[src/rtl/seq_det_prog_if.sv]
`default_nettype none
// ============================================================================
// Module   : seq_det_prog_if
// Brief    : Configuration and serial-stream bundle for seq_det_prog.
//            Counter signals exist only when SEQDET_CNT_EN is defined.
// Revision : 1.0 - initial release
// ============================================================================

interface seq_det_prog_if #(
    parameter int MAX_LEN = 8,
    parameter int LEN_W   = $clog2(MAX_LEN) + 1
`ifdef SEQDET_CNT_EN
    ,
    parameter int CNT_W   = 8
`endif
);
    logic               cfg_load;
    logic [MAX_LEN-1:0] cfg_pattern;
    logic [MAX_LEN-1:0] cfg_mask;
    logic [LEN_W-1:0]   cfg_len;
    logic               overlap;
    logic               ser_valid;
    logic               ser_in;
    logic               seq_valid;

`ifdef SEQDET_CNT_EN
    logic               cnt_clr;
    logic [CNT_W-1:0]   match_cnt;

    modport master (
        output cfg_load, cfg_pattern, cfg_mask, cfg_len, overlap,
        output ser_valid, ser_in, cnt_clr,
        input  seq_valid, match_cnt
    );

    modport slave (
        input  cfg_load, cfg_pattern, cfg_mask, cfg_len, overlap,
        input  ser_valid, ser_in, cnt_clr,
        output seq_valid, match_cnt
    );
`else
    modport master (
        output cfg_load, cfg_pattern, cfg_mask, cfg_len, overlap,
        output ser_valid, ser_in,
        input  seq_valid
    );

    modport slave (
        input  cfg_load, cfg_pattern, cfg_mask, cfg_len, overlap,
        input  ser_valid, ser_in,
        output seq_valid
    );
`endif

endinterface

`default_nettype wire

[src/rtl/seq_det_prog.sv]
`default_nettype none
// ============================================================================
// Module   : seq_det_prog
// Brief    : Programmable serial sequence detector with per-bit don't-care
//            mask and overlap control. Define SEQDET_CNT_EN for the
//            saturating match counter (cnt_clr / match_cnt).
// Revision : 1.0 - initial release
// ============================================================================

module seq_det_prog #(
    parameter int                 MAX_LEN     = 8,
    parameter int                 LEN_W       = $clog2(MAX_LEN) + 1,
    parameter int                 DEF_LEN     = 7,
    parameter logic [MAX_LEN-1:0] DEF_PATTERN = MAX_LEN'(8'h3E)
`ifdef SEQDET_CNT_EN
    ,
    parameter int                 CNT_W       = 8
`endif
) (
    input wire            clk,
    input wire            rst,
    seq_det_prog_if.slave bus
);

    localparam logic [LEN_W-1:0] c_max_len = LEN_W'(MAX_LEN);
    localparam logic [LEN_W-1:0] c_def_len = LEN_W'(DEF_LEN);

    typedef enum logic [0:0] {
        ST_FILLING = 1'b0,
        ST_ARMED   = 1'b1
    } state_t;

    logic [MAX_LEN-1:0] r_pat;
    logic [MAX_LEN-1:0] r_mask;
    logic [LEN_W-1:0]   r_len;
    logic [LEN_W-1:0]   r_fill;
    // The oldest history bit only matters in the incoming shifted view.
    logic [MAX_LEN-2:0] r_hist;
    state_t             r_state;
    logic               r_seq_valid;

    logic [MAX_LEN-1:0] w_hist_n;
    logic [MAX_LEN-1:0] w_lenmask;
    logic [MAX_LEN-1:0] w_diff;
    logic [LEN_W-1:0]   w_fill_inc;
    logic [LEN_W-1:0]   w_cfg_len;
    logic               w_accept;
    logic               w_full;
    logic               w_match;

    always_comb begin
        w_cfg_len = bus.cfg_len;
        if (bus.cfg_len == '0) begin
            w_cfg_len = LEN_W'(1);
        end else if (bus.cfg_len > c_max_len) begin
            w_cfg_len = c_max_len;
        end
    end

    for (genvar i = 0; i < MAX_LEN; i++) begin : g_lenmask
        assign w_lenmask[i] = (LEN_W'(i) < r_len);
    end

    assign w_hist_n   = {r_hist, bus.ser_in};
    assign w_fill_inc = (r_fill >= r_len) ? r_len : r_fill + 1'b1;
    assign w_accept   = bus.ser_valid && !bus.cfg_load;
    assign w_full     = (r_state == ST_ARMED) || (w_fill_inc == r_len);
    assign w_diff     = (w_hist_n ^ r_pat) & r_mask & w_lenmask;
    assign w_match    = w_accept && w_full && (w_diff == '0);

    always_ff @(posedge clk or posedge rst) begin
        if (rst) begin
            r_pat       <= DEF_PATTERN;
            r_mask      <= '1;
            r_len       <= c_def_len;
            r_hist      <= '0;
            r_fill      <= '0;
            r_state     <= ST_FILLING;
            r_seq_valid <= 1'b0;
        end else if (bus.cfg_load) begin
            r_pat       <= bus.cfg_pattern;
            r_mask      <= bus.cfg_mask;
            r_len       <= w_cfg_len;
            r_hist      <= '0;
            r_fill      <= '0;
            r_state     <= ST_FILLING;
            r_seq_valid <= 1'b0;
        end else begin
            r_seq_valid <= w_match;
            if (bus.ser_valid) begin
                r_hist <= w_hist_n[MAX_LEN-2:0];
                // Non-overlap matches restart the fill so the next match needs len fresh bits.
                if (w_match && !bus.overlap) begin
                    r_fill  <= '0;
                    r_state <= ST_FILLING;
                end else begin
                    r_fill <= w_fill_inc;
                    if (w_full) begin
                        r_state <= ST_ARMED;
                    end
                end
            end
        end
    end

    assign bus.seq_valid = r_seq_valid;

`ifdef SEQDET_CNT_EN
    logic [CNT_W-1:0] r_cnt;

    always_ff @(posedge clk or posedge rst) begin
        if (rst) begin
            r_cnt <= '0;
        end else if (bus.cnt_clr) begin
            r_cnt <= '0;
        end else if (w_match && (r_cnt != '1)) begin
            r_cnt <= r_cnt + 1'b1;
        end
    end

    assign bus.match_cnt = r_cnt;
`endif

endmodule

`default_nettype wire

[src/flat_wrapper.sv]
// flat-port wrapper written by rule: the top's interface ports become plain ports
module seq_det_prog_flat 
#(
    parameter int                 MAX_LEN     = 8,
    parameter int                 LEN_W       = $clog2(MAX_LEN) + 1,
    parameter int                 DEF_LEN     = 7,
    parameter logic [MAX_LEN-1:0] DEF_PATTERN = MAX_LEN'(8'h3E)

)
  (clk, rst, bus_cfg_load, bus_cfg_pattern, bus_cfg_mask, bus_cfg_len, bus_overlap, bus_ser_valid, bus_ser_in, bus_seq_valid);
  seq_det_prog_if #(.MAX_LEN(MAX_LEN), .LEN_W(LEN_W)) bus_i ();
  input wire clk;
  input wire rst;
  input wire logic [$bits(bus_i.cfg_load)-1:0] bus_cfg_load;
  input wire logic [$bits(bus_i.cfg_pattern)-1:0] bus_cfg_pattern;
  input wire logic [$bits(bus_i.cfg_mask)-1:0] bus_cfg_mask;
  input wire logic [$bits(bus_i.cfg_len)-1:0] bus_cfg_len;
  input wire logic [$bits(bus_i.overlap)-1:0] bus_overlap;
  input wire logic [$bits(bus_i.ser_valid)-1:0] bus_ser_valid;
  input wire logic [$bits(bus_i.ser_in)-1:0] bus_ser_in;
  output wire logic [$bits(bus_i.seq_valid)-1:0] bus_seq_valid;
  assign bus_i.cfg_load = bus_cfg_load;
  assign bus_i.cfg_pattern = bus_cfg_pattern;
  assign bus_i.cfg_mask = bus_cfg_mask;
  assign bus_i.cfg_len = bus_cfg_len;
  assign bus_i.overlap = bus_overlap;
  assign bus_i.ser_valid = bus_ser_valid;
  assign bus_i.ser_in = bus_ser_in;
  assign bus_seq_valid = bus_i.seq_valid;
  seq_det_prog #(.MAX_LEN(MAX_LEN), .LEN_W(LEN_W), .DEF_LEN(DEF_LEN), .DEF_PATTERN(DEF_PATTERN)) u_core (.clk(clk), .rst(rst), .bus(bus_i));
endmodule
[config.mk]
export PLATFORM = sky130hd
export DESIGN_NAME = seq_det_prog_flat
export DESIGN_NICKNAME = d
export VERILOG_FILES = /design/src/rtl/seq_det_prog_if.sv /design/src/rtl/seq_det_prog.sv /design/src/flat_wrapper.sv
export SDC_FILE = /design/constraint.sdc
export NUM_CORES = 1
export LEC_CHECK = 0
export BUFFER_PORTS_ARGS = -buffer_cell sky130_fd_sc_hd__clkbuf_2
export CAP_MARGIN = 20
export CORE_MARGIN = 3
export CORE_UTILIZATION = 24
export CTS_CLUSTER_DIAMETER = 30
export CTS_CLUSTER_SIZE = 16
export DETAILED_ROUTE_END_ITERATION = 6
export PLACE_DENSITY = 0.36
export SKIP_CTS_REPAIR_TIMING = 1
export SKIP_LAST_GASP = 1
export SYNTH_ARGS = -nofsm -noshare
export SYNTH_HDL_FRONTEND = slang
export SYNTH_SLANG_ARGS = --single-unit
[constraint.sdc]
create_clock -name clk -period 3.85 [get_ports clk]
set_input_delay 0.5775 -clock clk [delete_from_list [all_inputs] [get_ports clk]]
set_output_delay 0.5775 -clock clk [all_outputs]
set_load 0.005 [all_outputs]
=== Word level (Yosys, flattened, before mapping) ===
Index checks and enable logic that the tools add are counted.

* Latch bits: 0
* Output and inout port bits: 1
* Input bits: 26
* Logic and storage cells: 47
* Memories kept: 0
* Memory bits (read-only): 0
* Register bits: 33
* RAM bits: 0

* Divide/modulo/power cells: 0
* $lt $le $gt $ge: 10
* Multipliers: 0
* Shift operators: 0
* Add/sub/neg operators: 1
* Eq/ne operators: 1
* Muxes and demuxes: 13
* Bitwise logic cells: 3
* Reduce and logical (&&, ||, !) cells: 12

{| class="wikitable"
|+ Operators with widths
! kind !! number
|-
| 4-bit 2-to-1 mux || 6
|-
| 8-bit bitwise AND || 2
|-
| 3-bit by 4-bit < comparator with 1-bit output, first input constant || 4
|-
| 7-bit 2-to-1 mux || 2
|-
| 8-bit zero test || 1
|-
| 1-bit by 4-bit < comparator with 1-bit output, first input constant || 2
|-
| 2-bit by 4-bit < comparator with 1-bit output, first input constant || 2
|-
| 8-bit XOR || 1
|-
| 1-bit 2-to-1 mux || 5
|-
| 4-bit by 1-bit adder with 4-bit output, second input constant || 1
|-
| 4-bit equality test || 1
|-
| 4-bit >= comparator || 1
|-
| 4-bit greater-than comparator, second input constant || 1
|-
| 1-bit logical AND || 4
|-
| 4-bit zero test || 1
|-
| 3-bit nonzero test || 1
|-
| 1-bit zero test || 2
|-
| 2-bit AND reduction || 1
|-
| 2-bit nonzero test || 1
|-
| 1-bit logical OR || 1
|}

=== Logic depth before layout (Yosys ltp) ===
* Depth after elaboration: 10
* Mapped depth: 8
* Depth with buffers taken out: 8

=== Least setup slack after synthesis ===
OpenSTA, ideal clock, no wires.

* Path kind: register to register
* Start point: register u_core.r_len[1]
* End point: register u_core.r_fill[0]
* Buffers on the path: 1
* Path slack: 1,658 ps
* Period minus slack after synthesis: 2,192 ps
* Data arrival time: 2,060 ps
* Cell stages (with the launch flop): 9
* Setup time: 132 ps
* Data required time: 3,718 ps
* Path through: dfstp_2 > buf_2 > inv_1 > ha_1 > a2111oi_2 > nor3_2 > mux2_2 > a41oi_1 > o21ai_1

* Longest elaborated chain between the ends: 10
* Elaborated cells between the ends (all ways): 20
* Those cells by class: order compare (9); eq/ne (1); mux (4); bitwise (1); reduce/logical (5)

{| class="wikitable"
|+ Ends and longest elaborated chain
! what !! line !! text
|-
| start, declared || seq_det_prog.sv:35 || <nowiki>logic [LEN_W-1:0] r_len;</nowiki>
|-
| start signal, assigned || seq_det_prog.sv:75 || <nowiki>r_len <= c_def_len;</nowiki>
|-
| start signal, assigned || seq_det_prog.sv:83 || <nowiki>r_len <= w_cfg_len;</nowiki>
|-
| 4-bit >= comparator || seq_det_prog.sv:65 || <nowiki>assign w_fill_inc = (r_fill >= r_len) ? r_len : r_fill + 1'b1;</nowiki>
|-
| 4-bit 2-to-1 mux || seq_det_prog.sv:65 ||
|-
| 4-bit equality test || seq_det_prog.sv:67 || <nowiki>assign w_full = (r_state == ST_ARMED) || (w_fill_inc == r_len);</nowiki>
|-
| 1-bit logical OR || seq_det_prog.sv:67 ||
|-
| 1-bit logical AND (2 in series) || seq_det_prog.sv:69 || <nowiki>assign w_match = w_accept && w_full && (w_diff == '0);</nowiki>
|-
| 1-bit logical AND || seq_det_prog.sv:93 || <nowiki>if (w_match && !bus.overlap) begin</nowiki>
|-
| 4-bit 2-to-1 mux * || seq_det_prog.sv:93 ||
|-
| 4-bit 2-to-1 mux * || seq_det_prog.sv:90 || <nowiki>if (bus.ser_valid) begin</nowiki>
|-
| 4-bit 2-to-1 mux * || seq_det_prog.sv:80 || <nowiki>end else if (bus.cfg_load) begin</nowiki>
|-
| end signal, assigned || seq_det_prog.sv:97 || <nowiki>r_fill <= w_fill_inc;</nowiki>
|-
| end, declared || seq_det_prog.sv:36 || <nowiki>logic [LEN_W-1:0] r_fill;</nowiki>
|}

Every way passes the cells marked *; elsewhere a longest branch is shown, timed or not. The select of a mux whose other input is x is not followed.
A chain may end at the register's enable or synchronous reset.

=== Worst setup path in the final report ===
* Start point: register u_core.r_len[0]
* End point: register u_core.r_fill[2]

Same word-level chain as after synthesis.

==> results.md <==
- Max-slew violations: 0
- Largest family of logic cells by synthesized area: multiplexers
- Setup Viol. Count Final: 0
- Post-synthesis compound-gate area fraction: 0.08225
- Worst EP arrival: 2.59 ns
- Synth Area in Simple Gates: 0.1583
- Vias in the first global route: 1364
- Clock skew: 0.004765 ns
- Async SR Flop Fraction: 1.000
- First-pass GRT wire length: 6741 µm
- Util after Layout: 0.2956
- GR met2 Demand/Resource: 0.1596
- Met1 global-route usage: 0.1301
- Inst Count DP: 280
- Initial core utilization: 0.2490
- H-tree depth: 2
- EDFF count, synth: 0
- Ant diodes: 0
- Worst skew pair latency: 0.29 ns
- Vias per Instance: 4.302
- Met3 usage: 0.02816
- Global route hottest layer: met2
- Power Density: 487.4 mW/mm²
- Yosys warning count: 0
- TNS Setup: 0 ns
- Starting DRT DRC Count: 34
- Layout cell share with drive strength beyond 1: 0.4392
- Post-layout min period: ~2.4 ns
- Root Driver: clkbuf_8
- CTS tree: done
- Yosys reg bits: 33
- Post-Layout Cell Count: ~290
- I/O pin count: 27
- Syn_area_per_cell: roughly 11 µm²
- RSZ-0062 raised after global routing: no
- Synth Instances: 160
- Slew @ Worst Pin: ~0.5 ns
- Leading cell type in the layout, fill and taps excluded: clkbuf_2
- Area Growth Syn to Fin: 18.71%
- Mux contribution to synthesized area: 0.1611
- LEAKAGE: around 0.95 nW
- Area share of the largest cell type after synthesis: 0.2330
- Via count: 1239
- Crit path capture type: flip-flop
- Die Area: 0.008689 mm²
- CP startpoint kind: flip-flop
- Max clock buf depth: 2
- Critical path class: flip-flop to flip-flop
- Largest net degree at the start of global routing: 38
- TritonRoute pass-1 iters: 4
- Post-synthesis xor/xnor area fraction: 0.06717
- DRT Wirelength: 3892 µm
- Syn nets: 191
- # rows: 31
- F_max: between 400 and 500 MHz
- Post-synthesis sequential area ratio: 0.4633
- Clock Sinks: 33
- HP Class: input port to asynchronous set/reset pin
- Multi-input gate area: approximately 920 µm²
- Routed len/inst: approximately 14 µm
- Gpl congestion: 0.7222
- CP max FO: 8
- Register Area: roughly 850 µm²
- Final ANT Viol Nets: 0
- Buffers on Ports: 26
- Clk slew on worst S/H paths: 0.07 ns
- Fin. Hold Viols: 0
- Fill cell total of the finished layout: 765
- Status: complete, no violations
- CP Data Required Time: 4.05 ns
- Prevailing post-synth register cell: dfrtp_1
- Grt ovf: 0
- CTS buffer count: 5
- Gr usage total: 0.1021
- Post-Synth Adder-Cell Area: 0.03427
- Post-synth top area cell: dfrtp_1
- Die Y: 93.22 µm
- Synth cell types: 41
- Final HPWL DP: 2812 µm
- Number of max-cap violations: 0
- VDD IR max: between 0.00015 and 0.0002 V
- NumNets Final: about 220
- Core Region: 0.007331 mm²
- Post-route DRC: 0
- Die Span X: 93.22 µm
- Antenna violations before repair: 0
- Top cells by area, synth: dfrtp_1, dfstp_2, mux2_2, mux2i_1, xor2_1
- Commonest non-fill, non-tap cells in the layout: clkbuf_2, mux2_2, dfrtp_1
- Tcrit/Tclk final: 0.6211
- Synthesized cell area: around 0.0018 mm²
- Slew headroom: 0.6646
[path summary, 6_finish.rpt]
check                      slack, ns                           end                          from  depth (start not counted)
min in group clk                0.49  u_core.r_mask[2]$_DFFE_PP1P_               bus_cfg_mask[2]                          3
hold / removal                  0.35  u_core.r_hist[1]$_DFFE_PP0P_                           rst                          3
max in group asynchronous       3.16   u_core.r_len[0]$_DFFE_PP1P_                           rst                          3
hold reg to reg                 0.51  u_core.r_mask[2]$_DFFE_PP1P_  u_core.r_mask[2]$_DFFE_PP1P_                          2
setup reg to reg                1.46  u_core.r_fill[2]$_DFFE_PP0P_   u_core.r_len[0]$_DFFE_PP1P_                          7
setup / recovery                1.46  u_core.r_fill[2]$_DFFE_PP0P_   u_core.r_len[0]$_DFFE_PP1P_                          7
[worst max-delay path, cell delays in order (launching register included)]
cell and delay [ns]:
dfstp_2 0.63, ha_1 0.25, nand2b_1 0.16, a2111oi_2 0.40, nor3_2 0.16, nor3_2 0.34, and2b_4 0.26, o32ai_2 0.10
[cells in the mapped netlist, types with 2 or more instances]
library cell	instances
mux2_2	19
dfrtp_1	17
dfstp_2	16
nor2_1	16
nand2_1	11
xor2_1	9
mux2i_1	8
inv_1	7
ha_1	5
xnor2_1	5
a211oi_1	4
clkbuf_1	4
a32oi_1	3
nor3_1	3
nor3_2	3
o21ai_0	3
o21ai_1	2
o22ai_1	2
[cell type report]
cell class                      count  area share
Multi-Input combinational cell    113      0.4238
Sequential cell                    33      0.3903
Timing Repair Buffer               28     0.06697
Tap cell                           99     0.05716
Clock buffer                        6     0.03349
Clock inverter                      2     0.01617
Inverter                            7     0.01212
[state kept, by name, summed over array words and instances (netlist names)]
register              flops
u_core.bus.seq_valid      1
u_core.r_fill             4
u_core.r_hist             7
u_core.r_len              4
u_core.r_mask             8
u_core.r_pat              8
u_core.r_state            1
[kinds of logic (layout without fill, tap and decap cells)]
family,Yosys count,in the layout
buf+inv,14,43
fa+ha+maj,5,5
flops,33,33
xor+xnor,14,14
mux,27,27
simple gates,48,48
compound gates,19,19
[per-stage QoR]
stage          instance area (µm²)  total power [mW]  setup slack (ns)  hold slack, ns
2_1_floorplan                 1826            0.6721             1.658          0.4606
3_3_place_gp                  2059            0.7412             1.475          0.5077
3_5_place_dp                  2059            0.7436             1.463          0.5134
4_1_cts                       2167             1.074             1.463          0.3601
5_1_grt                       2167             1.134             1.291          0.3931
6_report                      2167             1.056             1.459          0.3537
[metal layers]
metal,share of wire,vias up
met5,0,-
met1,0.47,597
met2,0.47,18
met4,0.017,0
li1,-,619
met3,0.041,5
[power by group]
group | switching, mW | internal [mW] | total, mW | leakage (nW)
Sequential | 0.0467 | 0.399 | 0.446 | 0.393
Combinational | 0.142 | 0.146 | 0.288 | 0.502
Clock | 0.131 | 0.192 | 0.323 | 0.0552
Note: power is estimated with default switching activity, not from simulation.
